[config.mk]
export PLATFORM = sky130hd
export DESIGN_NAME = uart_bridge_flat
export DESIGN_NICKNAME = d
export VERILOG_FILES = /design/src/rtl/uart_bridge_if.sv /design/src/rtl/uart_bridge.sv /design/src/flat_wrapper.sv
export SDC_FILE = /design/constraint.sdc
export NUM_CORES = 1
export LEC_CHECK = 0
export CORE_UTILIZATION = 51
export DETAILED_ROUTE_END_ITERATION = 6
export GPL_TIMING_DRIVEN = 0
export HOLD_SLACK_MARGIN = 0.03
export MAX_ROUTING_LAYER = met4
export PLACE_DENSITY = 0.83
export SLEW_MARGIN = 20
export SYNTH_ARGS = -nofsm -noshare
export SYNTH_HDL_FRONTEND = slang
export SYNTH_SLANG_ARGS = --single-unit
[constraint.sdc]
create_clock -name clk -period 2.3 [get_ports clk]
set_input_delay 0.46 -clock clk [delete_from_list [all_inputs] [get_ports clk]]
set_output_delay 0.46 -clock clk [all_outputs]
set_load 0.005 [all_outputs]
[src/rtl/uart_bridge_if.sv]
`default_nettype none
// ============================================================================
// Module      : uart_bridge_if
// Description : Request handshake between the CPU io path (initiator) and
//               the UART bridge (responder): order/accepted/done plus the
//               request attributes and the returned receive word.
// Revision    : 1.0 - initial release
// ============================================================================
interface uart_bridge_if;
    logic        uart_order;
    logic        uart_write;
    logic [1:0]  uart_size;
    logic [31:0] uart_o_data;
    logic        uart_accepted;
    logic        uart_done;
    logic [31:0] uart_i_data;

    modport master (
        output uart_order, uart_write, uart_size, uart_o_data,
        input  uart_accepted, uart_done, uart_i_data
    );

    modport slave (
        input  uart_order, uart_write, uart_size, uart_o_data,
        output uart_accepted, uart_done, uart_i_data
    );
endinterface
`default_nettype wire

[src/rtl/uart_bridge.sv]
`default_nettype none
// ============================================================================
// Module      : uart_bridge
// Description : Responder for 1/2/4-byte UART send/receive requests. Send
//               requests stream bytes little-endian to the serial transmitter;
//               receive requests assemble bytes popped from an RX FIFO that
//               buffers every incoming byte regardless of request state.
//               Optional feature macro: UART_BRIDGE_OVF_EN (sticky drop flag).
// Revision    : 1.0 - initial release
// ============================================================================
module uart_bridge #(
    parameter int RX_DEPTH = 16,
    parameter int RX_AW    = 4
) (
    input  wire logic       clk,
    input  wire logic       rstn,
    uart_bridge_if.slave    bus,
    output logic [7:0]      tx_data,
    output logic            tx_valid,
    input  wire logic       tx_ready,
    input  wire logic [7:0] rx_data,
    input  wire logic       rx_valid,
    output logic            rx_overflow
);

    typedef enum logic [1:0] {
        c_st_idle = 2'd0,
        c_st_tx   = 2'd1,
        c_st_rx   = 2'd2,
        c_st_done = 2'd3
    } state_t;

    localparam logic [RX_AW:0] c_ptr_one = {{RX_AW{1'b0}}, 1'b1};

    state_t         r_state;
    logic [1:0]     r_last;      // index of the final byte (n-1)
    logic [1:0]     r_k;         // current byte index
    logic [31:0]    r_data;
    logic           r_accepted;
    logic           r_done;
    logic [31:0]    r_i_data;

    logic [7:0]     r_mem [RX_DEPTH];
    logic [RX_AW:0] r_wptr;
    logic [RX_AW:0] r_rptr;

    logic           w_empty;
    logic           w_full;
    logic           w_pop;
    logic           w_push;
    logic [7:0]     w_rd_byte;
    logic [1:0]     w_last_idx;

    // Pointers carry one extra wrap bit so full and empty are distinguishable.
    assign w_empty   = (r_wptr == r_rptr);
    assign w_full    = (r_wptr[RX_AW] != r_rptr[RX_AW]) &&
                       (r_wptr[RX_AW-1:0] == r_rptr[RX_AW-1:0]);
    assign w_pop     = (r_state == c_st_rx) && !w_empty;
    // A pop in the same cycle frees a slot, so a push into a full FIFO is kept.
    assign w_push    = rx_valid && (!w_full || w_pop);
    assign w_rd_byte = r_mem[r_rptr[RX_AW-1:0]];

    assign w_last_idx = (bus.uart_size == 2'b00) ? 2'd0 :
                        (bus.uart_size == 2'b01) ? 2'd1 : 2'd3;

    assign tx_valid          = (r_state == c_st_tx);
    assign tx_data           = r_data[{r_k, 3'b000} +: 8];
    assign bus.uart_accepted = r_accepted;
    assign bus.uart_done     = r_done;
    assign bus.uart_i_data   = r_i_data;

    // Request sequencing: latch on order, stream bytes, pulse done.
    always_ff @(posedge clk) begin
        if (!rstn) begin
            r_state    <= c_st_idle;
            r_last     <= 2'd0;
            r_k        <= 2'd0;
            r_data     <= 32'd0;
            r_accepted <= 1'b0;
            r_done     <= 1'b0;
            r_i_data   <= 32'd0;
        end else begin
            r_accepted <= 1'b0;
            r_done     <= 1'b0;
            case (r_state)
                c_st_idle: begin
                    if (bus.uart_order) begin
                        r_data     <= bus.uart_o_data;
                        r_last     <= w_last_idx;
                        r_k        <= 2'd0;
                        r_accepted <= 1'b1;
                        if (bus.uart_write) begin
                            r_state <= c_st_tx;
                        end else begin
                            // Upper bytes must read as zero for short receives.
                            r_i_data <= 32'd0;
                            r_state  <= c_st_rx;
                        end
                    end
                end
                c_st_tx: begin
                    if (tx_ready) begin
                        r_k <= r_k + 2'd1;
                        if (r_k == r_last) begin
                            r_state <= c_st_done;
                            r_done  <= 1'b1;
                        end
                    end
                end
                c_st_rx: begin
                    if (w_pop) begin
                        r_i_data[{r_k, 3'b000} +: 8] <= w_rd_byte;
                        r_k <= r_k + 2'd1;
                        if (r_k == r_last) begin
                            r_state <= c_st_done;
                            r_done  <= 1'b1;
                        end
                    end
                end
                c_st_done: begin
                    r_state <= c_st_idle;
                end
                default: begin
                    r_state <= c_st_idle;
                end
            endcase
        end
    end

    // RX FIFO pointer update.
    always_ff @(posedge clk) begin
        if (!rstn) begin
            r_wptr <= '0;
            r_rptr <= '0;
        end else begin
            if (w_push) begin
                r_wptr <= r_wptr + c_ptr_one;
            end
            if (w_pop) begin
                r_rptr <= r_rptr + c_ptr_one;
            end
        end
    end

    // RX FIFO storage; contents need no reset since the pointers define validity.
    always_ff @(posedge clk) begin
        if (w_push) begin
            r_mem[r_wptr[RX_AW-1:0]] <= rx_data;
        end
    end

`ifdef UART_BRIDGE_OVF_EN
    logic r_ovf;

    // Sticky flag for a byte lost to a full FIFO; only reset clears it.
    always_ff @(posedge clk) begin
        if (!rstn) begin
            r_ovf <= 1'b0;
        end else if (rx_valid && w_full && !w_pop) begin
            r_ovf <= 1'b1;
        end
    end

    assign rx_overflow = r_ovf;
`else
    assign rx_overflow = 1'b0;
`endif

endmodule
`default_nettype wire
[src/flat_wrapper.sv]
// flat-port wrapper written by rule: the top's interface ports become plain ports
module uart_bridge_flat 
#(
    parameter int RX_DEPTH = 16,
    parameter int RX_AW    = 4
)
  (clk, rstn, tx_data, tx_valid, tx_ready, rx_data, rx_valid, rx_overflow, bus_uart_order, bus_uart_write, bus_uart_size, bus_uart_o_data, bus_uart_accepted, bus_uart_done, bus_uart_i_data);
  uart_bridge_if bus_i ();
  input  wire logic clk;
  input  wire logic rstn;
  output logic [7:0] tx_data;
  output logic tx_valid;
  input  wire logic tx_ready;
  input  wire logic [7:0] rx_data;
  input  wire logic rx_valid;
  output logic rx_overflow;
  input wire logic [$bits(bus_i.uart_order)-1:0] bus_uart_order;
  input wire logic [$bits(bus_i.uart_write)-1:0] bus_uart_write;
  input wire logic [$bits(bus_i.uart_size)-1:0] bus_uart_size;
  input wire logic [$bits(bus_i.uart_o_data)-1:0] bus_uart_o_data;
  output wire logic [$bits(bus_i.uart_accepted)-1:0] bus_uart_accepted;
  output wire logic [$bits(bus_i.uart_done)-1:0] bus_uart_done;
  output wire logic [$bits(bus_i.uart_i_data)-1:0] bus_uart_i_data;
  assign bus_i.uart_order = bus_uart_order;
  assign bus_i.uart_write = bus_uart_write;
  assign bus_i.uart_size = bus_uart_size;
  assign bus_i.uart_o_data = bus_uart_o_data;
  assign bus_uart_accepted = bus_i.uart_accepted;
  assign bus_uart_done = bus_i.uart_done;
  assign bus_uart_i_data = bus_i.uart_i_data;
  uart_bridge #(.RX_DEPTH(RX_DEPTH), .RX_AW(RX_AW)) u_core (.clk(clk), .rstn(rstn), .bus(bus_i), .tx_data(tx_data), .tx_valid(tx_valid), .tx_ready(tx_ready), .rx_data(rx_data), .rx_valid(rx_valid), .rx_overflow(rx_overflow));
endmodule
Word-level counts from Yosys, hierarchy flattened
Memories as Yosys holds them, arrays and structs flattened. A register that Yosys moved wholly into a read port is not among the register bits. Cells that the tools add are included.

Register bits: 82. Bits in writable memories: 128. Input bits: 48. Output and inout bits: 44. Word-level logic and storage cells: 70. Memories: 1.

Memory list: u_core.r_mem (depth 16, width 8, read ports 1, clocked after Yosys merged registers in 1, write ports 1, line uart_bridge.sv:43) `logic [7:0] r_mem [RX_DEPTH];`.

Add/sub/neg operators: 4. Equal/unequal tests: 12. Shift operators: 3. Mux-type cells: 26. Reductions and logical operators: 15.

Operators with widths (number): $mux 32 (3); $pmux 32 s2 (1); $bwmux 32 (1); $shift 8x7->32 const A (1); $shiftx 32x6->8 (1); $shiftx 8x7->32 (1); $mux 2 (10); $add 5x1->5 const B (2); $mux 4 (2); $pmux 2 s4 (1); $reduce_and 4->1 (2); $neg 5->7 (1); $mux 1 (6); $pmux 2 s3 (1); $eq 5x5->1 (1); $eq 2x1->1 const B (2); $eq 2x2->1 const B (2); $eq 4x4->1 (1); $logic_not 2->1 (2); $ne 2x1->1 const B (2); $ne 2x2->1 const B (2); $reduce_and 2->1 (2); $logic_and 1x1->1 (3); $reduce_and 3->1 (1); other kinds (8) (9).

Logic depth before layout (Yosys ltp)
Gate-level depths: netlist of the first run.

Depth after elaboration: 7. Depth in mapped cells: 8.

Least setup slack after synthesis of the first run
Ideal clock, no wire load.

Kind: reg2reg. From: register u_core.r_state[0]. To: memory u_core.r_mem[0][0], enable pin. Arrival: 1.891 ns. Data required time: 1.917 ns. Setup slack: 0.026 ns. Cell stages (with the launch flop): 7. Path buffers: 1. Path through: dfxtp_1 > inv_1 > ha_1 > clkbuf_1 > o31a_1 > nand2_1 > nor3_1.

Cells in the longest elaborated chain, start to end: 6.

Ends and longest elaborated chain: start: declaration (line uart_bridge.sv:35) `state_t r_state;`; start signal: assignment (line uart_bridge.sv:75) `r_state <= c_st_idle;`; start signal: assignment (line uart_bridge.sv:93) `r_state <= c_st_tx;`; start signal: assignment (line uart_bridge.sv:97) `r_state <= c_st_rx;`; $eq 2x2->1 (line uart_bridge.sv:58) `assign w_pop = (r_state == c_st_rx) && !w_empty;`; $logic_and 1x1->1 (line uart_bridge.sv:58); $logic_or 1x1->1 (line uart_bridge.sv:60) `assign w_push = rx_valid && (!w_full || w_pop);`; $logic_and 1x1->1 (line uart_bridge.sv:60); $mux 1 (line uart_bridge.sv:147) `if (w_push) begin`; $mux 1 (implied by the code) (line uart_bridge.sv:148) `r_mem[r_wptr[RX_AW-1:0]] <= rx_data;`; end: declaration (line uart_bridge.sv:43).

No other way between the ends.

==> results of run 1 <==
==> sequential cells by signal, summed over array words and instances (netlist names), named ones only <==
name,flops
u_core.r_wptr,5
u_core.bus.uart_done,1
u_core.r_k,2
u_core.r_last,2
u_core.r_data,32
u_core.r_rptr,5
u_core.bus.uart_i_data,32
u_core.bus.uart_accepted,1
u_core.r_mem,128
u_core.r_state,2
==> placed cells by master (no fill, tap or decap), drive strengths merged, types with 9 or more instances in the layout <==
| cell type | netlist | routed |
|---|---|---|
| nor3 | 10 | 10 |
| clkdlybuf4s50 | 0 | 82 |
| nor2 | 17 | 17 |
| edfxtp | 128 | 128 |
| a21boi | 35 | 35 |
| mux4 | 40 | 40 |
| nand2 | 96 | 96 |
| ha | 13 | 13 |
| a22oi | 16 | 16 |
| dfxtp | 86 | 86 |
| a22o | 32 | 32 |
| buf | 9 | 21 |
| inv | 9 | 9 |
| clkbuf | 21 | 51 |
| and2 | 9 | 9 |
| xnor2 | 11 | 11 |
==> logic make-up (layout without fill, tap and decap cells) <==
group                    Yosys count  in the layout  share of synthesized area, %
XOR/XNOR                          14             14                          1.45
buffers and inverters             39            176                          1.92
multiplexers                      47             47                          11.5
AO/OA/AOI/OAI                     99             99                          9.31
adder cells (fa/ha/maj)           13             13                          1.92
other                              1              1                        0.0442
flip-flops                       214            214                          65.7
AND/OR/NAND/NOR                  154            154                          8.24
==> worst register-to-register path: cells and delay by family, from the launching register on <==
family                 cells  cell delay (ns)
AOI/OAI and AO/OA          2             0.59
buffers and inverters      1             0.51
DFF                        1             0.46
muxes                      1             0.41
and+or+nand+nor            1             0.21
==> what timing repair did <==
| action | in CTS | in global routing |
|---|---|---|
| resized for setup | 60 | 11 |
| setup buffers | 9 | 1 |
| endpoints found under the setup margin | 136 | 107 |
| pin swaps | 3 | 2 |
| cloned | 0 | 0 |
==> metrics by stage <==
stage          hold WS (ns)  utilization [%]
3_5_place_dp          0.460             60.2
2_1_floorplan         0.440                -
5_1_grt               0.484             66.0
6_report              0.464             66.0
3_3_place_gp          0.449             60.1
4_1_cts               0.469             65.8
==> final timing paths <==
| check | from | to | slack [ns] | cells after the start |
|---|---|---|---|---|
| max | flip-flop | u_core.bus.uart_i_data[24] | 0.006 | 5 |
| min | u_core.r_data[3] | u_core.r_data[3] | 0.46 | 2 |
| max reg2reg | flip-flop | u_core.bus.uart_i_data[24] | 0.006 | 5 |
| min reg2reg | u_core.r_data[3] | u_core.r_data[3] | 0.46 | 2 |
==> per-layer routing <==
metal  routed length (um)  part of all wire (%)
met4                  663                   3.3
met1                 7730                    39
met2                10000                    50
met5                    0                     0
met3                 1510                   7.6
==> power groups by stage <==
stage	logic, mW	registers (mW)	clock network [mW]
floorplan	1.18	4.41	0
detailed placement	1.75	4.44	0
global placement	1.67	4.43	0
finish	1.93	4.38	3.40
CTS	1.89	4.37	3.43
global route	2.09	4.40	3.57
==> final cells by class <==
cell class	instances	share of cell area, %
repair buffers	100	9.34
multi-input cells	328	27.3
clock inverters	8	0.614
plain buffers	28	1.45
well taps	216	2.55
flip-flops and latches	214	52.5
inverters	9	0.319
clock buffers	31	5.90
==> impl_metrics.ini, run 1 <==
[outcome]
status = finished clean

[critical_path]
end_kind = flip-flop
slowest_delay_ns = 0.51
crit_buf_inv = 1
crit_type = reg -> reg
cp.arrival_ns = 2.68
crit_chain = clkbuf_1 > mux4_2 > a22oi_1 > nand2_1 > a22o_1
critPathMaxFanout = 10
worstPathRequired_ns = 2.68
crit_family = compound AO/OA/AOI/OAI gates
crit_slowest_cell = clkbuf_1
start_kind = flip-flop

[layout]
fin_area_sq_um = 10600
nFillCells = 1035
nNetsFinal = 764
area_delta_synth_final_pct = 25.1
drive_above_1_share_pct = 17.3
seq_area_sq_um = 5570
antenna_cells = 0
stdcell_count = 934
multiInputGateArea_sq_um = 2900

[drt]
drtIter0Drc = 375
post-route-drc-count = 0
first_pass_iters = 5
wirelength_um = 19900
vias = 5500
via_per_inst = 5.89
wl_per_cell_um = 21.3
ant_nets = 0

[synth]
yosysMostFrequentCell = edfxtp_1
yosys-top-cells-count = edfxtp_1, nand2_1, dfxtp_1, mux4_2, a21boi_0
async_reset_ff_share_pct = 0
syn-cell-area_sq_um = 8480
ys_seq_elements = 214
avgSynthCellArea_sq_um = 14.6
ys_seq_area_share_pct = 65.7
syn-num-nets = 642
synth_top_cell_area_share_pct = 45.3
ys_types = 41
synth_top_area_cell = edfxtp_1
synth_ff_type = edfxtp_1
synth_edf_count = 128
syn-instance-count = 581
yosysWarnings = 0
synthTopCellsByArea = edfxtp_1, dfxtp_1, mux4_2, nand2_1, a22o_1

[sta]
setup_viol = 0
worst_pin_slew_ns = 0.798
tns_ns = 0
fin_crit_ns = 2.29
setup_slack_ns = 0.00621
slew_headroom_pct = 46.6
rsz0062_at_grt = no
fmax_mhz = 436
post-route-period-util_pct = 99.7
hold_violations = 0
slew_violations = 0
worst_clock_skew_ns = 0.00827

[cts]
clk_latency_ns = 0.50
postCtsHoldBufs = 0
root_buffer = clkbuf_16
numCtsBuffers = 22
cts_sinks = 214
cts.clk_slew.worst_paths_ns = 0.06
htree_levels = 1
cts_max_path_buffers = 3
cts_tree = built

[min_path]
hp-class = reg -> reg

[global_routing]
grt_pass1_wl_um = 29900
grt_pass1_vias = 5437
use_met3_pct = 4.19
use_met1_pct = 30.3
use_met2_pct = 40.1
antenna_found_initial = 0
grt_max_degree = 17
busiest_layer = met2
grt-ovfl-total = 0
grt_use_total_pct = 24.5

[flow_run]
cap_violations = 0

[floorplanning]
ioPinCount = 92
row_count = 46
die_x_um = 131
core-area_sq_um = 16100
dieArea_sq_um = 17100
start_util_pct = 52.8
die_h_um = 131

[power]
power_frac_comb_pct = 19.8
ir_worst_vdd_uv = 581
seqPwrFrac_pct = 45.1
clock_power_share_pct = 35.0
powerDensity_nw_per_um2 = 916
p_total_mw = 9.71
p_sw_mw = 2.62
internal_power_mw = 7.09
p_leak_nw = 3.59
swShare_pct = 26.9

[place]
io_buffer_count = 90
place_area_sq_um = 9670
gp_congestion = 0.887
place_inst = 887
pre_cts_ws_ns = -0.387
hpwl_um = 12700
Note: power is estimated with default switching activity, not from simulation.
==> run 2, diff against run 1 <==
--- a/config.mk
+++ b/config.mk
@@ -5,6 +5,7 @@
 export SDC_FILE = /design/constraint.sdc
 export NUM_CORES = 1
 export LEC_CHECK = 0
+export CORE_ASPECT_RATIO = 0.7
 export CORE_UTILIZATION = 51
 export DETAILED_ROUTE_END_ITERATION = 6
 export GPL_TIMING_DRIVEN = 0
==> run 2 against run 1 <==
Effect of this change: via count rose by 0.84%; global-route usage rose by 0.73 points; cell count rose by 0.86%; routed wire length rose by 3.4%; worst hold slack improved by 0.0060 ns; critical path type unchanged; critical endpoint is now u_core.r_mem[2][3].
==> impl_metrics.ini, run 2 (synthesized netlist as in run 1, its figures left out) <==
[layout]
drive_above_1_share_pct = 18.3
antenna_cells = 0
nFillCells = 1124
area_delta_synth_final_pct = 24.8
largest_register_ffs = 128
layout_commonest_cell = edfxtp_1
nNetsFinal = 764
fin_area_sq_um = 10600
final_cell_mix = edfxtp_1, nand2_1, dfxtp_1

[global_routing]
grt_use_total_pct = 25.2
grt_pass1_vias = 5524
grt_pass1_wl_um = 30900
grt_max_degree = 17
grt-ovfl-total = 0
antenna_found_initial = 0

[cts]
cts.clk_slew.worst_paths_ns = 0.06
cts_tree = built
htree_levels = 1
cts_sinks = 214
numCtsBuffers = 20
clk_latency_ns = 0.49
postCtsHoldBufs = 0
root_buffer = clkbuf_16
cts_max_path_buffers = 3

[floorplanning]
start_util_pct = 52.0
ioPinCount = 92
die_x_um = 156
die_h_um = 110
core-area_sq_um = 16300
dieArea_sq_um = 17100
row_count = 39

[sta]
worst_clock_skew_ns = 0.0109
slew_violations = 0
tns_ns = 0
fmax_mhz = 439
rsz0062_at_grt = yes
post-route-period-util_pct = 99.1
worst_hold_slack_ns = 0.470
hold_violations = 0
slew_headroom_pct = 43.5
fin_crit_ns = 2.28
setup_slack_ns = 0.0213
worst_pin_slew_ns = 0.844
setup_viol = 0

[power]
p_total_mw = 9.52
ir_worst_vdd_uv = 465
power_frac_comb_pct = 20.6
clock_power_share_pct = 33.4
seqPwrFrac_pct = 46.0
swShare_pct = 27.8
p_sw_mw = 2.65
p_leak_nw = 3.60
internal_power_mw = 6.87
powerDensity_nw_per_um2 = 901

[critical_path]
crit_type = reg -> reg
start_kind = flip-flop
end_kind = flip-flop
worstPathRequired_ns = 2.51
cp.arrival_ns = 2.49
critPathMaxFanout = 10

[place]
hpwl_um = 14100
place_area_sq_um = 9680
gp_congestion = 0.846
io_buffer_count = 90
pre_cts_ws_ns = -0.374

[drt]
ant_nets = 0
post-route-drc-count = 0
vias = 5546
first_pass_iters = 5
drtIter0Drc = 664
wl_per_cell_um = 21.9
via_per_inst = 5.89
wirelength_um = 20600

[flow_run]
cap_violations = 0

[min_path]
hp-class = reg -> reg

[outcome]
status = finished clean
-- run 2: changes by cell type in the layout (fill, tap and decap cells not counted), sizes merged --
cell	delta
inv	+3
clkbuf	-5
clkdlybuf4s15	-3
dlygate4sd2	+1
buf	+5
clkinvlp	+1
bufinv	-1
clkinv	-2
-- run 2: stage by stage --
stage | utilization [%] | cells
floorplan | - | 581
global placement | 59.3 | 896
detailed placement | 59.4 | 896
CTS | 64.6 | 942
global route | 64.9 | 942
finish | 64.9 | 942
-- run 2: power by group through the flow --
stage,logic (mW),registers [mW],clock network [mW]
after floorplan,1.18,4.41,0
after global placement,1.72,4.43,0
after detailed placement,1.79,4.45,0
after CTS,1.92,4.38,3.21
after global routing,2.12,4.40,3.36
final,1.96,4.38,3.18
-- run 2: routing by layer --
metal  vias up  routed length (um)  GRT usage, %
li1       2434                   -             -
met1      2756                8760          35.5
met2       299                9230          37.3
met3        57                1990          5.12
met4         0                 612          7.56
met5         -                   0             -
-- run 2: repair_timing --
item,4_1_cts,5_1_grt
gates resized for setup,61,19
pin swaps,4,2
endpoints found under the setup margin,144,109
hold endpoints to repair,0,0
setup buffers,11,1
cloned,0,0
-- run 2: worst max-delay path, cell delays in order, from the launching register on --
cell and delay [ns]:
dfxtp_1 0.32, buf_4 0.21, xnor2_1 0.12, nand4_1 0.26, o31a_1 0.47, nand2_4 0.20
nor3_4 0.26, buf_12 0.16
-- run 2: final timing paths --
path,start,end,slack (ns),cells after the start
max,u_core.r_wptr[2],u_core.r_mem[2][3],0.02,7
min,u_core.r_data[29],u_core.r_data[29],0.47,2
max reg2reg,u_core.r_wptr[2],u_core.r_mem[2][3],0.02,7
min reg2reg,u_core.r_data[29],u_core.r_data[29],0.47,2
-- run 2: final cells by class --
class                   instances  area (sq um)  area share [%]
well taps                     225           282            2.66
plain buffers                  28           146            1.38
multi-input cells             328          2900            27.4
repair buffers                102          1010            9.54
clock inverters                 9          60.1           0.568
inverters                       9          33.8           0.319
clock buffers                  27           578            5.47
flip-flops and latches        214          5570            52.7
==> run 3, diff against run 2 <==
--- a/config.mk
+++ b/config.mk
@@ -12,7 +12,6 @@
 export HOLD_SLACK_MARGIN = 0.03
 export MAX_ROUTING_LAYER = met4
 export PLACE_DENSITY = 0.83
-export SLEW_MARGIN = 20
 export SYNTH_ARGS = -nofsm -noshare
 export SYNTH_HDL_FRONTEND = slang
 export SYNTH_SLANG_ARGS = --single-unit
==> run 3 against run 2 <==
Effect of this change: largest power group unchanged; critical path depth stayed put; global-route usage increased by 0.67 points; the run now ends with negative setup slack left; sequential power about the same.
==> impl_metrics.ini, run 3 (synthesized netlist as in run 1, its figures left out) <==
[sta]
setup_viol = 2
fmax_mhz = 435
rsz0062_at_grt = yes
post-route-period-util_pct = 100
tns_ns = -0.00113
worst_hold_slack_ns = 0.469
worst_clock_skew_ns = 0.0163
fin_crit_ns = 2.30
slew_headroom_pct = 42.9
hold_violations = 0
slew_violations = 0
setup_slack_ns = -0.000751
worst_pin_slew_ns = 0.852

[min_path]
hp-class = reg -> reg
hp-start = u_core.r_data[12]

[layout]
layout_commonest_cell = edfxtp_1
stdcell_count = 948
antenna_cells = 0
fin_area_sq_um = 10600
area_delta_synth_final_pct = 25.3
nNetsFinal = 770
final_cell_mix = edfxtp_1, nand2_1, dfxtp_1
largest_register_ffs = 128
fin_util_pct = 65.2
drive_above_1_share_pct = 18.4

[critical_path]
worstPathRequired_ns = 2.50
crit_type = reg -> reg
crit_slowest_cell = o31a_1
end_kind = flip-flop
start_kind = flip-flop
cp.arrival_ns = 2.50
slowest_delay_ns = 0.36
worstReg2RegStart = u_core.r_wptr[3]
startpoint = u_core.r_wptr[3]
crit_chain = buf_4 > xnor2_1 > nand4_1 > o31a_1 > nand2_2 > nor3_4 > buf_12
critPathMaxFanout = 10

[cts]
clk_latency_ns = 0.50
cts_max_path_buffers = 3
cts.clk_slew.worst_paths_ns = 0.06
numCtsBuffers = 21
cts_sinks = 214
root_buffer = clkbuf_16
htree_levels = 1
cts_tree = built
postCtsHoldBufs = 0

[floorplanning]
die_h_um = 110
start_util_pct = 52.0
core-area_sq_um = 16300
die_x_um = 156
dieArea_sq_um = 17100
row_count = 39
ioPinCount = 92

[drt]
post-route-drc-count = 0
vias = 5669
wirelength_um = 21200
met3_wirelength_um = 1840
via_per_inst = 5.98
highest_layer = met4
drtIter0Drc = 714
first_pass_iters = 7
dr_wl_met2_um = 9810
m1WireLength_um = 9170
ant_nets = 0
wl_per_cell_um = 22.4

[place]
hpwl_um = 14200
place_area_sq_um = 9660
gp_congestion = 0.846
pre_cts_ws_ns = -0.772
io_buffer_count = 90
place_inst = 896

[global_routing]
grt_max_degree = 17
grt_use_total_pct = 25.9
grt-ovfl-total = 0
grt_pass1_vias = 5553
antenna_found_initial = 0
grt_pass1_wl_um = 31700

[power]
p_leak_nw = 3.60
powerDensity_nw_per_um2 = 915
p_total_mw = 9.72
ir_worst_vdd_uv = 660

[outcome]
status = complete, but fails checks
failed_checks = negative setup slack

[flow_run]
cap_violations = 0
[run 3: where the power goes]
part | leakage, nW | total, mW | internal (mW) | switching (mW)
combinational | 1.43 | 2.05 | 0.893 | 1.16
sequential | 1.86 | 4.40 | 4.26 | 0.141
clock | 0.314 | 3.27 | 1.88 | 1.39
total | 3.60 | 9.72 | 7.03 | 2.69
[run 3: repair_timing]
action / in CTS / in global routing
gates resized for setup: 60 / 28
cloned: 0 / 0
pin swaps: 2 / 2
buffers inserted: 11 / 8
endpoints found under the setup margin: 152 / 143
[run 3: layout make-up]
class / instances / area (sq um)
flip-flops and latches: 214 / 5570
repair buffers: 108 / 1050
fillers: 1125 / 5680
clock inverters: 6 / 63.8
clock buffers: 31 / 584
multi-input cells: 328 / 2900
plain buffers: 27 / 140
well taps: 225 / 282
inverters: 9 / 33.8
[run 3: path summary, 6_finish.rpt]
path / cells past startpoint / to / slack (ns)
worst max-delay path: 7 / u_core.r_mem[0][7] / -0.0008
worst min-delay path: 2 / u_core.r_data[12] / 0.47
worst max register to register: 7 / u_core.r_mem[0][7] / -0.0008
worst min register to register: 2 / u_core.r_data[12] / 0.47
[run 3: routing by layer]
metal | global-route usage [%] | vias to the layer above
met5 | - | -
met4 | 6.30 | 0
met3 | 5.68 | 49
met2 | 38.2 | 280
met1 | 36.8 | 2887
li1 | - | 2453
[run 3: worst max-delay path, delay by kind of cell (launching register included)]
kind | cells | cell delay [ns]
XOR/XNOR | 1 | 0.13
flip-flops | 1 | 0.31
AO/OA/AOI/OAI | 1 | 0.36
AND/OR/NAND/NOR | 3 | 0.80
buffers and inverters | 2 | 0.39
